$ cat config.mk
export PLATFORM = sky130hd
export DESIGN_NAME = sel_mux
export DESIGN_NICKNAME = d
export VERILOG_FILES = /design/src/rtl/sel_mux.sv
export SDC_FILE = /design/constraint.sdc
export NUM_CORES = 1
export LEC_CHECK = 0
export CAP_MARGIN = 15
export CORE_MARGIN = 2
export CORE_UTILIZATION = 28
export CTS_CLUSTER_DIAMETER = 40
export CTS_CLUSTER_SIZE = 8
export DETAILED_ROUTE_END_ITERATION = 7
export HOLD_SLACK_MARGIN = 0.12
export PLACE_DENSITY = 0.85
export SLEW_MARGIN = 20
export SYNTH_ARGS = -nofsm -noshare
export SYNTH_HDL_FRONTEND = slang
export SYNTH_SLANG_ARGS = --single-unit
$ cat constraint.sdc
create_clock -name clk -period 1.4 [get_ports clk]
set_input_delay 0.28 -clock clk [delete_from_list [all_inputs] [get_ports clk]]
set_output_delay 0.28 -clock clk [all_outputs]
set_load 0.01 [all_outputs]
$ cat src/rtl/sel_mux.sv
// Parameterized N:1 word selector with a combinational output, an enabled
// registered copy and an out-of-range select flag.
module sel_mux #(
    parameter int NUM_INPUTS   = 8,
    parameter int WIDTH_INPUTS = 4
) (
    input  logic                                     clk,
    input  logic                                     rst,
    input  logic [NUM_INPUTS-1:0][WIDTH_INPUTS-1:0]  in,
    input  logic [$clog2(NUM_INPUTS)-1:0]            sel,
    input  logic                                     en,
    output logic [WIDTH_INPUTS-1:0]                  out,
    output logic [WIDTH_INPUTS-1:0]                  out_q,
    output logic                                     sel_err
);

    localparam int SEL_W = $clog2(NUM_INPUTS);
    localparam logic [SEL_W:0] NUM_L = (SEL_W+1)'(NUM_INPUTS);

    logic [WIDTH_INPUTS-1:0] mux_word;
    logic [WIDTH_INPUTS-1:0] out_q_d;

    // AND-OR selection: an out-of-range index matches no source and yields zero.
    always_comb begin
        mux_word = '0;
        for (int i = 0; i < NUM_INPUTS; i++) begin
            mux_word = mux_word | (in[i] & {WIDTH_INPUTS{sel == SEL_W'(i)}});
        end
    end

    assign out     = mux_word;
    assign sel_err = ({1'b0, sel} >= NUM_L);

    always_comb begin
        out_q_d = out_q;
        if (en) begin
            out_q_d = mux_word;
        end
    end

    always_ff @(posedge clk or posedge rst) begin
        if (rst) begin
            out_q <= '0;
        end else begin
            out_q <= out_q_d;
        end
    end

endmodule

# After elaboration in Yosys (flattened, before gate mapping)
# Index checks and enable logic that the tools add are counted.
# word_totals
regBits	4
in_bits	38
word_cells	24
# op_classes
n_eq_ne	7
n_bitwise	15
n_reduce_logical	1
# op_table
operator	n
AND 4 bit	8
bitwise OR 4 bit	7
equality test 3 bit (second input constant)	4
equality test 3 x 2 -> 1 bit (second input constant)	2
equality test 3 x 1 -> 1 bit (second input constant)	1
zero test 3 bit	1

# Depth between registers and ports, before layout
# Gate-level depths: netlist of run 1.
# logic_depth
word_depth	9
ltp_mapped	5
depth_no_buf	3

# Worst setup path after synthesis of run 1
# OpenSTA, ideal clock, no wires.
# synth_path
kind	input port to output port
start	input sel[0]
end	output out[2]
t_arrival_ns	1.064
required_ns	1.120
path_slack_ns	0.056
path_stages	5
n_path_buf	2
path_cell_list	buf_6 -> buf_12 -> mux2i_1 -> o22ai_1 -> or2_1
# synth_between
elab_chain_cells	9
# synth_rtl
item	line	rtl
start, declared	10	input logic [$clog2(NUM_INPUTS)-1:0] sel,
equality test 3 x 1 -> 1 bit / zero test 3 bit (equally long branches)	27	mux_word = mux_word | (in[i] & {WIDTH_INPUTS{sel == SEL_W'(i)}});
AND 4 bit	27	
bitwise OR 4 bit (6 in series)	27	
bitwise OR 4 bit *	27	
end, declared	12	output logic [WIDTH_INPUTS-1:0] out,
# Every way passes the cells marked *; elsewhere a longest branch is shown, timed or not.

# Final worst setup path of run 1
# layout_path
start	input sel[0]
end	output out[1]
# The elaborated chain is that of the path after synthesis.

==> results of run 1 <==
## worst reg2reg max path: cells and delay by family, from the launching register on
| family | cells | cell delay (ps) |
|---|---|---|
| AO/OA/AOI/OAI | 1 | 120 |
| AND/OR/NAND/NOR | 1 | 300 |
| flip-flops | 1 | 380 |
## cells by family (layout without fill, tap and decap cells)
kind of cell,count (synthesis),after routing,synth area share
multiplexers,16,16,0.342
AO/OA/AOI/OAI,12,12,0.182
AND/OR/NAND/NOR,12,12,0.155
buffers and inverters,5,70,0.0989
flip-flops,4,4,0.214
other,1,1,0.00801
## layer usage
layer | vias up | GRT usage | part of all wire
li1 | 315 | - | -
met1 | 299 | 0.242 | 0.39
met2 | 24 | 0.435 | 0.57
met3 | 2 | 0.0360 | 0.034
met4 | 0 | 0.118 | 0.0038
met5 | - | 0 | 0
## stage by stage
step                      TNS, ps  instance area, um^2   util  std cells
final                        -671                 1200  0.778        131
after global routing         -869                 1200  0.778        131
after CTS                    -672                 1140  0.741        131
after detailed placement    -5080                  972  0.631        116
after global placement      -4930                  972  0.631        116
after floorplan                 0                  468      -         50
## power groups by stage
stage               combinational, uW  clock [uW]  sequential, uW
finish                            369         135             139
global route                      395         152             140
CTS                               349         144             140
detailed placement                319           0             141
global placement                  313           0             140
floorplan                         114           0             147
## final timing paths
path	startpoint	end	slack, ps	cells past startpoint
worst max register to register	out_q[1]$_DFFE_PP0P_	out_q[1]$_DFFE_PP0P_	480	2
max in group asynchronous	rst	out_q[0]$_DFFE_PP0P_	1000	2
min in group clk	out_q[3]$_DFFE_PP0P_	out_q[3]$_DFFE_PP0P_	580	2
worst max-delay path	sel[0]	out[1]	-200	7
worst min register to register	out_q[3]$_DFFE_PP0P_	out_q[3]$_DFFE_PP0P_	580	2
worst min-delay path	rst	out_q[2]$_DFFE_PP0P_	250	2
## area by class of cell
cell class | instances | share of cell area
timing repair buffer | 65 | 0.515
multi-input combinational | 41 | 0.360
sequential | 4 | 0.0835
clock buffer | 3 | 0.0188
tap | 16 | 0.0167
inverter | 2 | 0.00626
## cells in the final DEF, fill, tap and decap left out, drive strengths merged
cell            n
o22ai           8
inv             2
clkdlybuf4s15   1
conb            1
mux2i          16
buf            25
dlymetal6s2s    6
nand2b          2
dfrtp           4
o31a            4
dlygate4sd2    29
clkbuf          3
or2             9
clkdlybuf4s50   4
nand2           1
## what timing repair did
action / in CTS / in global routing
setup endpoints to repair: 9 / 7
buffers inserted: 11 / 1
resized for setup: 74 / 17
gates cloned: 1 / 0
pin swaps: 11 / 6
==> out/results.tsv, run 1 <==
stage	metric	value	unit
yosys	Post-Synthesis Cells	50	
critical_path	crit-path max FO	5	
die	CORE AREA	1540	um^2
critical_path	critical path class	in -> out	
clock_network	Sink Count	4	
power_and_ir_drop	Logic pwr share	0.574	
power_and_ir_drop	Int Pwr	456	uW
yosys	post-synth top area cell	mux2i_1	
layout	share of layout cells above drive strength 1	0.452	
worst_hold_path	worst hold path type	in -> async	
power_and_ir_drop	VDD IR-drop max	0.551	mV
drt	drt initial violations	6	
placed_design	DP Wirelength	1.40	mm
critical_path	CP Buf/Inv Count	4	
critical_path	Setup crit end kind	output port	
yosys	Distinct cells, synth	13	
die	die area	2010	um^2
yosys	sequential element share of the synthesized area	0.214	
global_routing	first-pass GRT wire length	3.23	mm
yosys	Main synth FF type	dfrtp_1	
drt	Final ANT Viol Nets	0	
timing	hold slack	248	ps
yosys	Post-Syn Nets	88	
critical_path	Top Family by Delay on Critical Path	buffers and inverters	
outcome	status	finished, violations left	
clock_network	CTS Buf Count	3	
layout	fill cell count	120	
clock_network	CTS Hold Buffers Added	0	
power_and_ir_drop	Clock power frac	0.210	
critical_path	Worst EP required	1120	ps
clock_network	Max Root-Sink Buffers	2	
yosys	Synth Warn #	0	
drt	wire length per cell	16.1	um
global_routing	Remaining Overflow, GRT	0	
die	# rows	14	
timing	unrepaired setup endpoints after global routing	true	
yosys	top cells by area, synth	mux2i_1 (34%), dfrtp_1 (21%), o22ai_1 (11%)	
timing	Clock Skews	0	ps
global_routing	vias in the first global route	709	
global_routing	initial antenna violation count	0	
die	Initial Utilization	0.304	
critical_path	Critical Path, Cell by Cell	buf_8 > buf_12 > buf_8 > mux2i_1 > o22ai_2 > or2_1 > buf_2	
outcome	violated checks	setup timing	
yosys	#FFs+latches synth	4	
job	max_cap viols	0	
power_and_ir_drop	power per cell area	536	nW/um^2
yosys	FFs w/ async S/R, synth	1.00	
layout	max reg flops	4	
timing	Max Slew Vio Count	0	
yosys	number of flops mapped to enable cells by yosys	0	
power_and_ir_drop	sw frac	0.290	
timing	Final Hold Viols	0	
timing	count of final setup violators	4	
critical_path	Worst path max stage delay	230	ps
drt	via count	640	
die	die height	44.9	um
placed_design	Placement Setup Slack	-897	ps
clock_network	CTS tree	yes	
global_routing	largest net degree at the start of global routing	6	
yosys	most common cell in the netlist	mux2i_1	
critical_path	crit path DAT	1320	ps
timing	minimum clock period after layout	1600	ps
placed_design	Final Wtd Congestion	0.746	
layout	Most flops, register	out_q	
layout	footprint of the multi-input gates	432	um^2
layout	Largest regs	out_q: 4 flops	
drt	Pre-antenna DRT Iters	2	
timing	fmax	623	MHz
clock_network	Reg clk slew, reported paths	30	ps
layout	number of diodes	0	
power_and_ir_drop	Tot Pwr	643	uW
yosys	Synth top area share	0.342	
clock_network	Root Buffer	clkbuf_4	
power_and_ir_drop	LEAKAGE	0.000632	uW
yosys	average cell area after synthesis	9.36	um^2
clock_network	H-tree levels	1	
die	die width	44.9	um
timing	setup ws final	-205	ps
layout	area grow syn2layout	156	%
layout	FF/Latch Area	100	um^2
critical_path	critical path launch point type	input pin	
drt	final WL	2.12	mm
timing	period utilization	1.15	
layout	Final #Nets	155	
critical_path	most used cell, CP	buf_8	
global_routing	Total Routing Usage GR	0.230	
power_and_ir_drop	P_sw	186	uW
critical_path	CP max-delay cell	or2_1	
yosys	most frequent cells after synthesis	mux2i_1 (16), o22ai_1 (8), or2_2 (5)	
clock_network	Worst-Skew Late Latency	230	ps
yosys	Synth Cell Area	468	um^2
power_and_ir_drop	Reg power frac	0.216	
drt	Residual DRC	0	
placed_design	PortBufs	45	
die	I/O pins	47	
drt	Avg Vias per Cell	4.89	
(Power assumes the default switching activity.)
==> inputs of run 2 (changes only) <==
==> constraint.sdc (replaced) <==
create_clock -name clk -period 1.4 [get_ports clk]
set_input_delay 0.21 -clock clk [delete_from_list [all_inputs] [get_ports clk]]
set_output_delay 0.21 -clock clk [all_outputs]
set_load 0.01 [all_outputs]
==> run 2 against run 1 <==
Compared with the run above: the flow now finishes without violations; die area is the same; sequential share of layout area grew 0.18 points; setup slack better by 230 ps; critical path depth decreased by 1; sequential power hardly changed; power grew 0.74%; register-to-register slack improved by 20 ps; final cell count is 5.3% lower; fmax rose by 17%; largest power group unchanged.
==> out/results.tsv, run 2 (synthesis results as in run 1) <==
stage	metric	value	unit	change
outcome	status	completed		was finished, violations left
global_routing	met1 GRT Util	0.198		was 0.242
timing	hold slack	162	ps	was 248 ps
critical_path	Critical Path, Cell by Cell	buf_12 > buf_12 > mux2i_4 > o22ai_4 > or2_1 > buf_2		was buf_8 > buf_12 > buf_8 > mux2i_1 > o22ai_2 > or2_1 > buf_2
critical_path	Reg2Reg Launch Point	out_q[1]$_DFFE_PP0P_		unchanged
layout	commonest non-fill, non-tap cells in the layout	dlygate4sd2_1 (32), buf_4 (10), o22ai_2 (7)		was dlygate4sd2_1 (29), buf_4 (13), mux2i_1 (9)
clock_network	Worst-Skew Late Latency	230	ps	about the same
global_routing	vias in the first global route	643		was 709
power_and_ir_drop	sw frac	0.296		was 0.290
timing	Final Hold Viols	0		unchanged
drt	Pre-antenna DRT Iters	2		unchanged
global_routing	Total Routing Usage GR	0.194		was 0.230
power_and_ir_drop	Int Pwr	456	uW	about the same
critical_path	Worst path max stage delay	250	ps	was 230 ps
power_and_ir_drop	P_sw	191	uW	was 186 uW
die	Initial Utilization	0.304		unchanged
drt	Avg Vias per Cell	5.01		was 4.89
power_and_ir_drop	Logic pwr share	0.575		was 0.574
critical_path	most used cell, CP	buf_12		was buf_8
placed_design	PortBufs	45		unchanged
critical_path	Critical Path Stages	6		was 7
global_routing	largest net degree at the start of global routing	9		was 6
critical_path	critical path launch point type	input pin		unchanged
critical_path	CP Buf/Inv Count	3		was 4
drt	Final ANT Viol Nets	0		unchanged
layout	most common cell after layout, fill and taps aside	dlygate4sd2_1		unchanged
layout	number of diodes	0		unchanged
timing	period utilization	0.980		was 1.15
critical_path	CP max-delay cell	mux2i_4		was or2_1
timing	Clock Skews	0	ps	unchanged
clock_network	H-tree levels	1		unchanged
placed_design	placed cells	117		was 116
die	CORE AREA	1540	um^2	unchanged
timing	TNS Setup	0	ps	was -671 ps
timing	minimum clock period after layout	1370	ps	was 1600 ps
layout	Largest regs	out_q: 4 flops		unchanged
die	die area	2010	um^2	unchanged
layout	Final #Nets	148		was 155
critical_path	Top Family by Delay on Critical Path	buffers and inverters		unchanged
layout	fill cell count	121		was 120
clock_network	Sink Count	4		unchanged
layout	Most flops, register	out_q		unchanged
layout	max reg flops	4		unchanged
die	die width	44.9	um	unchanged
clock_network	CTS Buf Count	3		unchanged
clock_network	Root Buffer	clkbuf_4		unchanged
placed_design	Final Wtd Congestion	0.749		was 0.746
clock_network	Max Root-Sink Buffers	2		unchanged
clock_network	CTS Hold Buffers Added	0		unchanged
layout	footprint of the multi-input gates	494	um^2	was 432 um^2
placed_design	DP Wirelength	1.35	mm	was 1.40 mm
global_routing	Remaining Overflow, GRT	0		unchanged
drt	final WL	1.84	mm	was 2.12 mm
die	# rows	14		unchanged
critical_path	crit-path max FO	8		was 5
drt	via count	621		was 640
power_and_ir_drop	Reg power frac	0.215		was 0.216
die	die height	44.9	um	unchanged
layout	area grow syn2layout	151	%	was 156%
critical_path	Worst Setup SP	sel[0]		unchanged
timing	unrepaired setup endpoints after global routing	true		unchanged
clock_network	Reg clk slew, reported paths	40	ps	was 30 ps
drt	wire length per cell	14.8	um	was 16.1 um
die	I/O pins	47		unchanged
power_and_ir_drop	VDD IR-drop max	0.543	mV	was 0.551 mV
critical_path	crit path DAT	1160	ps	was 1320 ps
drt	drt initial violations	3		was 6
critical_path	critical path class	in -> out		unchanged
critical_path	Reg2Reg Depth	2		unchanged
power_and_ir_drop	Clock power frac	0.210		about the same
clock_network	CTS tree	yes		unchanged
critical_path	Worst EP required	1190	ps	was 1120 ps
worst_hold_path	worst hold path type	in -> async		unchanged
job	max_cap viols	0		unchanged
global_routing	met3 Use GR	0.0480		was 0.0360
timing	fmax	729	MHz	was 623 MHz
global_routing	met2 Use GR	0.362		was 0.435
global_routing	initial antenna violation count	0		unchanged
global_routing	first-pass GRT wire length	2.76	mm	was 3.23 mm
global_routing	GRT Max-Usage Layer	met2		unchanged
timing	count of final setup violators	0		was 4
critical_path	Setup crit end kind	output port		unchanged
layout	Layout Cells excl Fill	124		was 131
power_and_ir_drop	power per cell area	552	nW/um^2	was 536 nW/um^2
power_and_ir_drop	LEAKAGE	0.000545	uW	was 0.000632 uW
layout	FF/Latch Area	100	um^2	unchanged
timing	Max Slew Vio Count	0		unchanged
layout	share of layout cells above drive strength 1	0.444		was 0.452
drt	Residual DRC	0		unchanged
run 2: repair_timing:
item | CTS | global route
pin swaps | 12 | 4
buffers inserted | 2 | 1
gates cloned | 1 | 0
endpoints found under the setup margin | 8 | 4
gates resized for setup | 77 | 20
run 2: path summary, 6_finish.rpt:
check | slack, ps | to
worst max-delay path | 30 | out[2]
min in group clk | 580 | out_q[0]$_DFFE_PP0P_
max in group asynchronous | 1080 | out_q[3]$_DFFE_PP0P_
worst max register to register | 500 | out_q[1]$_DFFE_PP0P_
worst min register to register | 580 | out_q[0]$_DFFE_PP0P_
worst min-delay path | 160 | out_q[1]$_DFFE_PP0P_
run 2: worst reg2reg max path: stages, from the launching register on:
cell	delay, ps
dfrtp_1	370
or2_2	290
o31a_1	110
run 2: routing by layer:
layer	wire length [um]	part of all wire
met1	654	0.36
met2	1050	0.57
met3	122	0.066
met4	8	0.0044
met5	0	0
run 2: cell type report:
type / count / share of cell area
timing repair buffer: 58 / 0.451
sequential: 4 / 0.0853
inverter: 2 / 0.00640
clock buffer: 3 / 0.0192
tap: 16 / 0.0171
multi-input combinational: 41 / 0.421
run 2: power by group through the flow:
stage | registers, uW | clock network [uW] | logic, uW
after global placement | 140 | 0 | 316
after detailed placement | 140 | 0 | 321
after CTS | 139 | 146 | 324
final | 139 | 136 | 372
after global routing | 142 | 148 | 398
after floorplan | 147 | 0 | 114
run 2: per-stage QoR:
| step | utilization | power [uW] | area [um^2] | worst slack, ps |
|---|---|---|---|---|
| 2_1_floorplan | - | 261 | 468 | 196 |
| 3_3_place_gp | 0.636 | 456 | 980 | -735 |
| 3_5_place_dp | 0.636 | 461 | 980 | -750 |
| 4_1_cts | 0.696 | 609 | 1070 | 30.9 |
| 5_1_grt | 0.761 | 688 | 1170 | -9.54 |
| 6_report | 0.761 | 648 | 1170 | 27.7 |
